[config.mk]
export PLATFORM = sky130hd
export DESIGN_NAME = ibuf_a_fifo_flat
export DESIGN_NICKNAME = d
export VERILOG_FILES = /design/src/rtl/maze_pkg.sv /design/src/rtl/ibuf_a_fifo_if.sv /design/src/rtl/ibuf_copy_tracker.sv /design/src/rtl/ibuf_a_fifo.sv /design/src/flat_wrapper.sv
export SDC_FILE = /design/constraint.sdc
export NUM_CORES = 1
export LEC_CHECK = 0
export BUFFER_PORTS_ARGS = -buffer_cell sky130_fd_sc_hd__buf_4
export CAP_MARGIN = 25
export CELL_PAD_IN_SITES_DETAIL_PLACEMENT = 1
export CELL_PAD_IN_SITES_GLOBAL_PLACEMENT = 1
export CORE_ASPECT_RATIO = 2
export CORE_MARGIN = 3
export CORE_UTILIZATION = 40
export CTS_BUF_LIST = sky130_fd_sc_hd__clkbuf_8 sky130_fd_sc_hd__clkbuf_16
export DETAILED_ROUTE_END_ITERATION = 7
export PLACE_DENSITY_LB_ADDON = 0.1
export SKIP_CTS_REPAIR_TIMING = 1
export SLEW_MARGIN = 0
export SYNTH_ARGS = -nofsm -noshare
export SYNTH_HDL_FRONTEND = slang
export SYNTH_HIERARCHICAL = 1
export SYNTH_SLANG_ARGS = --single-unit
[constraint.sdc]
create_clock -name clk -period 3.25 [get_ports clk]
set_input_delay 0.65 -clock clk [delete_from_list [all_inputs] [get_ports clk]]
set_output_delay 0.65 -clock clk [all_outputs]
set_load 0.02 [all_outputs]
[src/rtl/maze_pkg.sv]
// rtl/maze_pkg.sv - shared mesh-router constants: port indices, payload field layout, pointer wrap helper
package maze_pkg;
    localparam int NPORT_DEF  = 5;
    localparam int PYLD_W_DEF = 17;

    localparam int P_N = 0;
    localparam int P_E = 1;
    localparam int P_S = 2;
    localparam int P_W = 3;
    localparam int P_L = 4;

    // payload = {qos[16], type[15:14], src_pos[13:8], data[7:0]}
    localparam int QOS_OFS  = 16;
    localparam int TYPE_OFS = 14;
    localparam int TYPE_W   = 2;
    localparam int SRC_OFS  = 8;
    localparam int SRC_W    = 6;
    localparam int DATA_OFS = 0;
    localparam int DATA_W   = 8;

    function automatic int unsigned wrap_inc(input int unsigned ptr, input int unsigned depth);
        return (ptr == depth - 1) ? 0 : ptr + 1;
    endfunction
endpackage

[src/rtl/ibuf_a_fifo_if.sv]
// rtl/ibuf_a_fifo_if.sv - link-input and arbiter-side signals of one router input buffer
interface ibuf_a_fifo_if #(
    parameter int PYLD_W = 17,
    parameter int DEPTH  = 4,
    parameter int NPORT  = 5
);
    localparam int CNT_W = $clog2(DEPTH + 1);

    logic              ibuf_vld;
    logic              ibuf_rdy;
    logic [PYLD_W-1:0] payload_i;
    logic              pg_en;
    logic              cpy_mode;
    logic [NPORT-1:0]  arb_req;
    logic [NPORT-1:0]  arb_gnt;
    logic [NPORT-1:0]  obuf_rdy;
    logic              head_vld;
    logic [PYLD_W-1:0] payload_o;
    logic [NPORT-1:0]  done_mask;
    logic [CNT_W-1:0]  ibuf_cnt;

    modport master (
        output ibuf_vld, payload_i, pg_en, cpy_mode, arb_req, arb_gnt, obuf_rdy,
        input  ibuf_rdy, head_vld, payload_o, done_mask, ibuf_cnt
    );
    modport slave (
        input  ibuf_vld, payload_i, pg_en, cpy_mode, arb_req, arb_gnt, obuf_rdy,
        output ibuf_rdy, head_vld, payload_o, done_mask, ibuf_cnt
    );
endinterface

[src/rtl/ibuf_copy_tracker.sv]
// rtl/ibuf_copy_tracker.sv - per-head delivery tracking: served ports, multicast progress, pop decision
module ibuf_copy_tracker #(
    parameter int NPORT = 5
) (
    input  logic             clk,
    input  logic             rst_n,
    input  logic             head_vld,
    input  logic             cpy_mode,
    input  logic [NPORT-1:0] arb_req,
    input  logic [NPORT-1:0] arb_gnt,
    input  logic [NPORT-1:0] obuf_rdy,
    output logic             pop,
    output logic [NPORT-1:0] done_mask
);
    logic [NPORT-1:0] sent;
    logic [NPORT-1:0] acc;

    always_comb begin
        sent = arb_req & arb_gnt & obuf_rdy & {NPORT{head_vld}};
        acc  = done_mask | sent;
        // head_vld gate matters in copy mode: a stale mask must not pop an empty FIFO
        if (cpy_mode) begin
            pop = head_vld && (arb_req != '0) && ((acc & arb_req) == arb_req);
        end else begin
            pop = |sent;
        end
    end

    always_ff @(posedge clk or negedge rst_n) begin
        if (!rst_n) begin
            done_mask <= '0;
        end else if (pop) begin
            done_mask <= '0;
        end else if (cpy_mode) begin
            done_mask <= acc;
        end
    end
endmodule

[src/rtl/ibuf_a_fifo.sv]
// rtl/ibuf_a_fifo.sv - DEPTH-entry router input FIFO with normal and multicast (copy) head delivery
module ibuf_a_fifo
    import maze_pkg::*;
#(
    parameter int PYLD_W = PYLD_W_DEF,
    parameter int DEPTH  = 4,
    parameter int NPORT  = NPORT_DEF
) (
    input  logic clk,
    input  logic rst_n,
    ibuf_a_fifo_if.slave bus
);
    localparam int CNT_W = $clog2(DEPTH + 1);
    localparam int PTR_W = (DEPTH > 1) ? $clog2(DEPTH) : 1;

    logic [PYLD_W-1:0] mem [DEPTH];
    logic [PTR_W-1:0]  wr_ptr;
    logic [PTR_W-1:0]  rd_ptr;
    logic [CNT_W-1:0]  cnt;
    logic              push;
    logic              pop;

    assign bus.ibuf_rdy  = (cnt != CNT_W'(DEPTH)) && !(bus.pg_en && bus.cpy_mode);
    assign push          = bus.ibuf_vld && bus.ibuf_rdy;
    assign bus.head_vld  = (cnt != '0);
    assign bus.payload_o = mem[rd_ptr];
    assign bus.ibuf_cnt  = cnt;

    ibuf_copy_tracker #(.NPORT(NPORT)) u_tracker (
        .clk       (clk),
        .rst_n     (rst_n),
        .head_vld  (bus.head_vld),
        .cpy_mode  (bus.cpy_mode),
        .arb_req   (bus.arb_req),
        .arb_gnt   (bus.arb_gnt),
        .obuf_rdy  (bus.obuf_rdy),
        .pop       (pop),
        .done_mask (bus.done_mask)
    );

    always_ff @(posedge clk or negedge rst_n) begin
        if (!rst_n) begin
            for (int i = 0; i < DEPTH; i++) begin
                mem[i] <= '0;
            end
            wr_ptr <= '0;
            rd_ptr <= '0;
            cnt    <= '0;
        end else begin
            if (push) begin
                mem[wr_ptr] <= bus.payload_i;
                wr_ptr      <= PTR_W'(wrap_inc(32'(wr_ptr), DEPTH));
            end
            if (pop) begin
                rd_ptr <= PTR_W'(wrap_inc(32'(rd_ptr), DEPTH));
            end
            if (push && !pop) begin
                cnt <= cnt + 1'b1;
            end else if (pop && !push) begin
                cnt <= cnt - 1'b1;
            end
        end
    end
endmodule
[src/flat_wrapper.sv]
// flat-port wrapper written by rule: the top's interface ports become plain ports
module ibuf_a_fifo_flat import maze_pkg::*;
#(
    parameter int PYLD_W = PYLD_W_DEF,
    parameter int DEPTH  = 4,
    parameter int NPORT  = NPORT_DEF
)
  (clk, rst_n, bus_ibuf_vld, bus_payload_i, bus_pg_en, bus_cpy_mode, bus_arb_req, bus_arb_gnt, bus_obuf_rdy, bus_ibuf_rdy, bus_head_vld, bus_payload_o, bus_done_mask, bus_ibuf_cnt);
  ibuf_a_fifo_if #(.PYLD_W(PYLD_W), .DEPTH(DEPTH), .NPORT(NPORT)) bus_i ();
  input  logic clk;
  input  logic rst_n;
  input wire logic [$bits(bus_i.ibuf_vld)-1:0] bus_ibuf_vld;
  input wire logic [$bits(bus_i.payload_i)-1:0] bus_payload_i;
  input wire logic [$bits(bus_i.pg_en)-1:0] bus_pg_en;
  input wire logic [$bits(bus_i.cpy_mode)-1:0] bus_cpy_mode;
  input wire logic [$bits(bus_i.arb_req)-1:0] bus_arb_req;
  input wire logic [$bits(bus_i.arb_gnt)-1:0] bus_arb_gnt;
  input wire logic [$bits(bus_i.obuf_rdy)-1:0] bus_obuf_rdy;
  output wire logic [$bits(bus_i.ibuf_rdy)-1:0] bus_ibuf_rdy;
  output wire logic [$bits(bus_i.head_vld)-1:0] bus_head_vld;
  output wire logic [$bits(bus_i.payload_o)-1:0] bus_payload_o;
  output wire logic [$bits(bus_i.done_mask)-1:0] bus_done_mask;
  output wire logic [$bits(bus_i.ibuf_cnt)-1:0] bus_ibuf_cnt;
  assign bus_i.ibuf_vld = bus_ibuf_vld;
  assign bus_i.payload_i = bus_payload_i;
  assign bus_i.pg_en = bus_pg_en;
  assign bus_i.cpy_mode = bus_cpy_mode;
  assign bus_i.arb_req = bus_arb_req;
  assign bus_i.arb_gnt = bus_arb_gnt;
  assign bus_i.obuf_rdy = bus_obuf_rdy;
  assign bus_ibuf_rdy = bus_i.ibuf_rdy;
  assign bus_head_vld = bus_i.head_vld;
  assign bus_payload_o = bus_i.payload_o;
  assign bus_done_mask = bus_i.done_mask;
  assign bus_ibuf_cnt = bus_i.ibuf_cnt;
  ibuf_a_fifo #(.PYLD_W(PYLD_W), .DEPTH(DEPTH), .NPORT(NPORT)) u_core (.clk(clk), .rst_n(rst_n), .bus(bus_i));
endmodule
## Word-level counts from Yosys, hierarchy flattened

Index checks and enable logic that the tools add are counted.

| cells by class | value |
|---|---|
| $add $sub $neg | 4 |
| magnitude comparators | 3 |
| equality and inequality tests | 4 |
| mux-type cells | 13 |
| bitwise gates (word level) | 7 |
| reductions and logical operators | 16 |

Operators by type and width:

| kind | count |
|---|---|
| $bwmux 68 | 1 |
| $mux 17 | 3 |
| $bmux 17 s2 | 1 |
| $demux 17 s2 | 1 |
| $and 5x5->5 | 4 |
| $mux 5 | 2 |
| $logic_and 1x1->1 | 8 |
| $ge 3x3->1 const B | 2 |
| $mux 3 | 2 |
| $not 2->3 | 2 |
| $eq 5x5->1 | 1 |
| $or 5x5->5 | 1 |
| $reduce_bool 5->1 | 1 |
| $reduce_or 5->1 | 1 |
| $add 2x1->2 const B | 2 |
| $eq 2x2->1 const B | 2 |
| $mux 2 | 2 |
| $reduce_bool 2->1 | 2 |
| $add 3x1->3 const B | 1 |
| $logic_not 1->1 | 3 |
| $lt 3x1->1 const B | 1 |
| $ne 3x3->1 const B | 1 |
| $reduce_bool 3->1 | 1 |
| $sub 3x1->3 const B | 1 |
| $mux 1 | 1 |

| word-level totals | value |
|---|---|
| register bits after elaboration | 80 |
| input bits | 37 |
| word-level logic and storage cells | 55 |

## Depth between registers and ports, before layout

| depth | value |
|---|---|
| word-level depth | 11 |
| mapped depth | 13 |

## By module

Netlist, hierarchy kept.

By module, submodules not included:

| module | instances | cells an instance | area an instance (µm²) |
|---|---|---|---|
| ibuf_a_fifo | 1 | 201 | 3609.7 |
| ibuf_copy_tracker | 1 | 38 | 340.3 |

## Worst setup path before layout

Ideal clock, no wire load.

| timing path | value |
|---|---|
| path kind | flip-flop to flip-flop |
| from | register u_core.cnt[1], in the netlist u_core/bus.ibuf_cnt[1] |
| to | register u_core.cnt[2], in the netlist u_core/bus.ibuf_cnt[2] |
| arrival | 2923 ps |
| data required time | 3170 ps |
| setup slack | 248 ps |
| cell stages (with the launch flop) | 14 |
| period minus slack after synthesis | 3002 ps |
| cells stage by stage | dfrtp_1 or3_2 and3_1 nand2_1 nand3_1 o31ai_2 inv_1 inv_1 ha_1 inv_1 fa_1 xor2_1 nor2_1 xor2_1 |

| on the way | value |
|---|---|
| cells in the longest elaborated chain, start to end | 10 |
| elaborated cells between the ends (all ways) | 21 |
| those cells by class | 2 x add/sub; 2 x eq/ne; 3 x mux; 3 x bitwise; 11 x reduce/logical |

Ends and longest elaborated chain:

| what | RTL line | source |
|---|---|---|
| start, declared | ibuf_a_fifo.sv:19 | `logic [CNT_W-1:0] cnt;` |
| start signal, assigned | ibuf_a_fifo.sv:58 | `cnt <= cnt + 1'b1;` |
| start signal, assigned | ibuf_a_fifo.sv:60 | `cnt <= cnt - 1'b1;` |
| $reduce_bool 3->1 (*) | ibuf_a_fifo.sv:25 | `assign bus.head_vld = (cnt != '0);` |
| net bus_head_vld | flat_wrapper.sv:20 | `output wire logic [$bits(bus_i.head_vld)-1:0] bus_head_vld;` |
| $and 5x5->5 | ibuf_copy_tracker.sv:19 | `sent = arb_req & arb_gnt & obuf_rdy & {NPORT{head_vld}};` |
| $or 5x5->5 | ibuf_copy_tracker.sv:20 | `acc = done_mask \| sent;` |
| $and 5x5->5 | ibuf_copy_tracker.sv:23 | `pop = head_vld && (arb_req != '0) && ((acc & arb_req) == arb_req);` |
| $eq 5x5->1 | ibuf_copy_tracker.sv:23 |  |
| $logic_and 1x1->1 | ibuf_copy_tracker.sv:23 |  |
| $mux 1 (*) | ibuf_copy_tracker.sv:22 | `if (cpy_mode) begin` |
| net u_core.pop | ibuf_a_fifo.sv:21 | `logic pop;` |
| $logic_not 1->1 | ibuf_a_fifo.sv:57 | `if (push && !pop) begin` |
| $logic_and 1x1->1 | ibuf_a_fifo.sv:57 |  |
| $mux 3 / $reduce_bool 2->1 (equally long branches) | n/a |  |

The timed path passes the listed nets; every way through them passes the cells marked *. The select of a mux whose other input is x is not followed.
A chain may end at the register's enable or synchronous reset.

## Final worst setup path

| timing path | value |
|---|---|
| from | register u_core.cnt[1], in the netlist u_core/bus.ibuf_cnt[1] |
| to | register u_core.cnt[2], in the netlist u_core/bus.ibuf_cnt[2] |

| on the way | value |
|---|---|
| cells in the longest elaborated chain, start to end | 10 |
| elaborated cells between the ends (all ways) | 21 |
| those cells by class | 2 x add/sub; 2 x eq/ne; 3 x mux; 3 x bitwise; 11 x reduce/logical |

Ends and longest elaborated chain:

| what | RTL line |
|---|---|
| $reduce_bool 3->1 (*) | ibuf_a_fifo.sv:25 |
| $and 5x5->5 | ibuf_copy_tracker.sv:19 |
| $or 5x5->5 | ibuf_copy_tracker.sv:20 |
| $and 5x5->5 | ibuf_copy_tracker.sv:23 |
| $eq 5x5->1 | ibuf_copy_tracker.sv:23 |
| $logic_and 1x1->1 | ibuf_copy_tracker.sv:23 |
| $mux 1 (*) | ibuf_copy_tracker.sv:22 |
| net u_core.pop | ibuf_a_fifo.sv:21 |
| $logic_not 1->1 | ibuf_a_fifo.sv:57 |
| $logic_and 1x1->1 | ibuf_a_fifo.sv:57 |
| $mux 3 / $reduce_bool 2->1 (equally long branches) | n/a |

Marks and branches as above.

==> results_dict.tcl <==
set metrics [dict create \
    cts_max_path_buffers 2 \
    clkTransAtPathRegs_ns 0.06 \
    cts_tree "yes" \
    slew_headroom 0.715 \
    htree_levels 3 \
    grt_pass1_wl_um 14100 \
    grt_usage 0.162 \
    rows 50 \
    tns_ns 0 \
    arrival_ns 3.10 \
    p_leak_uw 0.00229 \
    post-route-period-util 0.873 \
    p_sw_frac 0.329 \
    p_sw_uw 1720 \
    crit_type "register to register" \
    power.share.sequential 0.342 \
    cts_buffers 9 \
    fin_worst_skew_ns 0.00623 \
    r2r_slack_ns 0.41 \
    drc_errors 0 \
    outcome "finished, final reports clean" \
    drive_gt1_frac 0.581 \
    final_util 0.508 \
    grt_max_degree 81 \
    io_buffers 63 \
    fp.dieArea_um2 11200 \
    initial_utilization 0.415 \
    required_ns 3.51 \
    fp.dieH_um 147 \
    p_total_uw 5220 \
    final_hold_viol_count 0 \
    clockPowerShare 0.199 \
    rsz0062_at_grt "no" \
    clkLatencyLatePin_ns 0.33 \
    cp_top_family "simple AND/OR/NAND/NOR gates" \
    syn-cell-area_um2 3950 \
    cp.buffers_inverters 3 \
    antenna_found_initial 0 \
    final_common_cell "dfrtp_1" \
    ir_worst_vdd_uv 550 \
    diodes 0 \
    cp-end-kind "register" \
    critPathMaxStageDelay_ns 0.46 \
    fin_nets 352 \
    syn_to_final_growth_pct 22.4 \
    grt_pass1_vias 2646 \
    die_w_um 76.3 \
    cts.sinks 80 \
    drtIter0Drc 78 \
    setup_violations 0 \
    path_cells "or3_4 -> and3_1 -> o32ai_2 -> o41ai_2 -> o31ai_2 -> inv_1 -> inv_1 -> ha_1 -> inv_1 -> fa_1 -> xor2_1 -> nor2_1 -> xor2_1" \
    slew_viol_final 0 \
    ios 64 \
    yosysUniqueCellTypes 35 \
    via_per_inst 5.08 \
    max_freq_mhz 352 \
    vias 2252 \
    fin_crit_ns 2.84 \
    gp_congestion 0.730 \
    drv_cap 0 \
    powerDensity_nw_per_um2 1080 \
    first_pass_iters 4 \
    ant_nets 0 \
    syn-num-nets 283 \
    crit_slowest_cell "or3_4" \
    ys_seq_area_frac 0.507 \
    start_kind "register" \
    cp_max_fo 9 \
    synthCells 239 \
    worst_slew_pin_slew_ns 0.427 \
    synth_warnings 6 \
    hold_path.class "input port to async pin" \
    ys_seq_elements 80 \
    core_um2 9510 \
    grt.overflow.total 0 \
    p_comb_frac 0.459 \
    crit_path_frequent_cell "inv_1" \
    avgSynthCellArea_um2 16.5 \
    wl_per_cell_um 19.0 \
    p_int_uw 3500 \
    postRouteWirelength_um 8400 \
    hpwl_um 5510 \
    cts-root-buf "clkbuf_16" \
    layout_common_cells "80 x dfrtp_1, 66 x buf_4, 40 x mux2_4" \
]
[per-layer routing]
metal | track usage | wire [um] | vias to the layer above
li1 | - | - | 1017
met1 | 0.198 | 3500 | 1182
met2 | 0.271 | 4460 | 43
met3 | 0.0469 | 328 | 10
met4 | 0.0608 | 116 | 0
met5 | 0 | 0 | -
[cells in the mapped netlist]
cell	instances	area, um2
and3_1	2	12.5
nand4_1	4	25.0
a21boi_0	1	7.51
a21o_1	1	7.51
nor2b_1	2	12.5
clkbuf_1	1	3.75
mux2_2	32	360
buf_2	2	10.0
buf_4	1	7.51
xnor2_1	1	8.76
nor2_1	2	7.51
inv_1	12	45.0
nand3_1	3	15.0
a221o_1	1	10.0
nand3_4	4	70.1
buf_6	1	11.3
xor2_1	2	17.5
dfrtp_1	80	2000
a21boi_1	4	30.0
nand2_1	5	18.8
fa_1	1	20.0
mux2_4	40	601
ha_1	6	75.1
nor3_1	1	5.00
o41ai_2	1	16.3
or4_1	1	7.51
a21boi_4	1	18.8
or3_2	1	7.51
o2bb2ai_1	1	8.76
o32ai_2	1	16.3
or3b_1	1	8.76
and3_2	1	7.51
o31ai_2	1	12.5
buf_12	4	80.1
mux4_2	17	383
[area by class of cell]
cell class / count / area, um2
clock buffer: 11 / 253
clock inverter: 5 / 55.1
fill: 972 / 4670
inverter: 12 / 45.0
multi-input combinational: 138 / 1790
sequential: 80 / 2000
tap: 130 / 163
timing repair buffer: 67 / 523
[power groups by stage]
stage | Combinational (uW) | Clock, uW | Sequential [uW]
global route | 2580 | 1120 | 1850
global placement | 2380 | 0 | 1770
CTS | 2440 | 1070 | 1790
floorplan | 1770 | 0 | 1730
detailed placement | 2420 | 0 | 1800
finish | 2400 | 1040 | 1780
[path summary, 6_finish.rpt]
kind | from | endpoint | cells past startpoint
setup reg to reg | u_core/bus.ibuf_cnt[1] | u_core/bus.ibuf_cnt[2] | 13
setup / recovery | u_core/bus.ibuf_cnt[1] | u_core/bus.ibuf_cnt[2] | 13
hold reg to reg | u_core/mem[35] | u_core/mem[35] | 1
hold / removal | rst_n | u_core/u_tracker/done_mask[0] | 1
max in group asynchronous | rst_n | u_core/u_tracker/done_mask[3] | 2
min in group clk | u_core/mem[35] | u_core/mem[35] | 1
[state kept, by name (all words and copies together), names as in the netlist]
| signal | count |
|---|---|
| u_core/rd_ptr | 2 |
| u_core/wr_ptr | 2 |
| u_core/mem | 68 |
| u_core/u_tracker/done_mask | 5 |
| u_core/bus.ibuf_cnt | 3 |
[kinds of logic (layout without fill, tap and decap cells)]
logic type | Yosys count | in the layout | synth area share
AOI/OAI and AO/OA | 12 | 12 | 0.0323
xor gates and xnor gates | 3 | 3 | 0.00665
adders and majority gates | 7 | 7 | 0.0241
buffers and inverters | 21 | 95 | 0.0399
DFF | 80 | 80 | 0.507
muxes | 89 | 89 | 0.340
and+or+nand+nor | 27 | 27 | 0.0500
[through the flow]
stage / worst slack (ns) / instance area [um2] / hold WS, ns / instances
2_1_floorplan: 0.248 / 3950 / 0.354 / 239
3_3_place_gp: 0.316 / 4500 / 0.482 / 426
3_5_place_dp: 0.257 / 4500 / 0.493 / 426
4_1_cts: 0.212 / 4800 / 0.507 / 442
5_1_grt: 0.132 / 4830 / 0.126 / 443
6_report: 0.412 / 4830 / 0.137 / 443
Note: power is estimated with default switching activity, not from simulation.
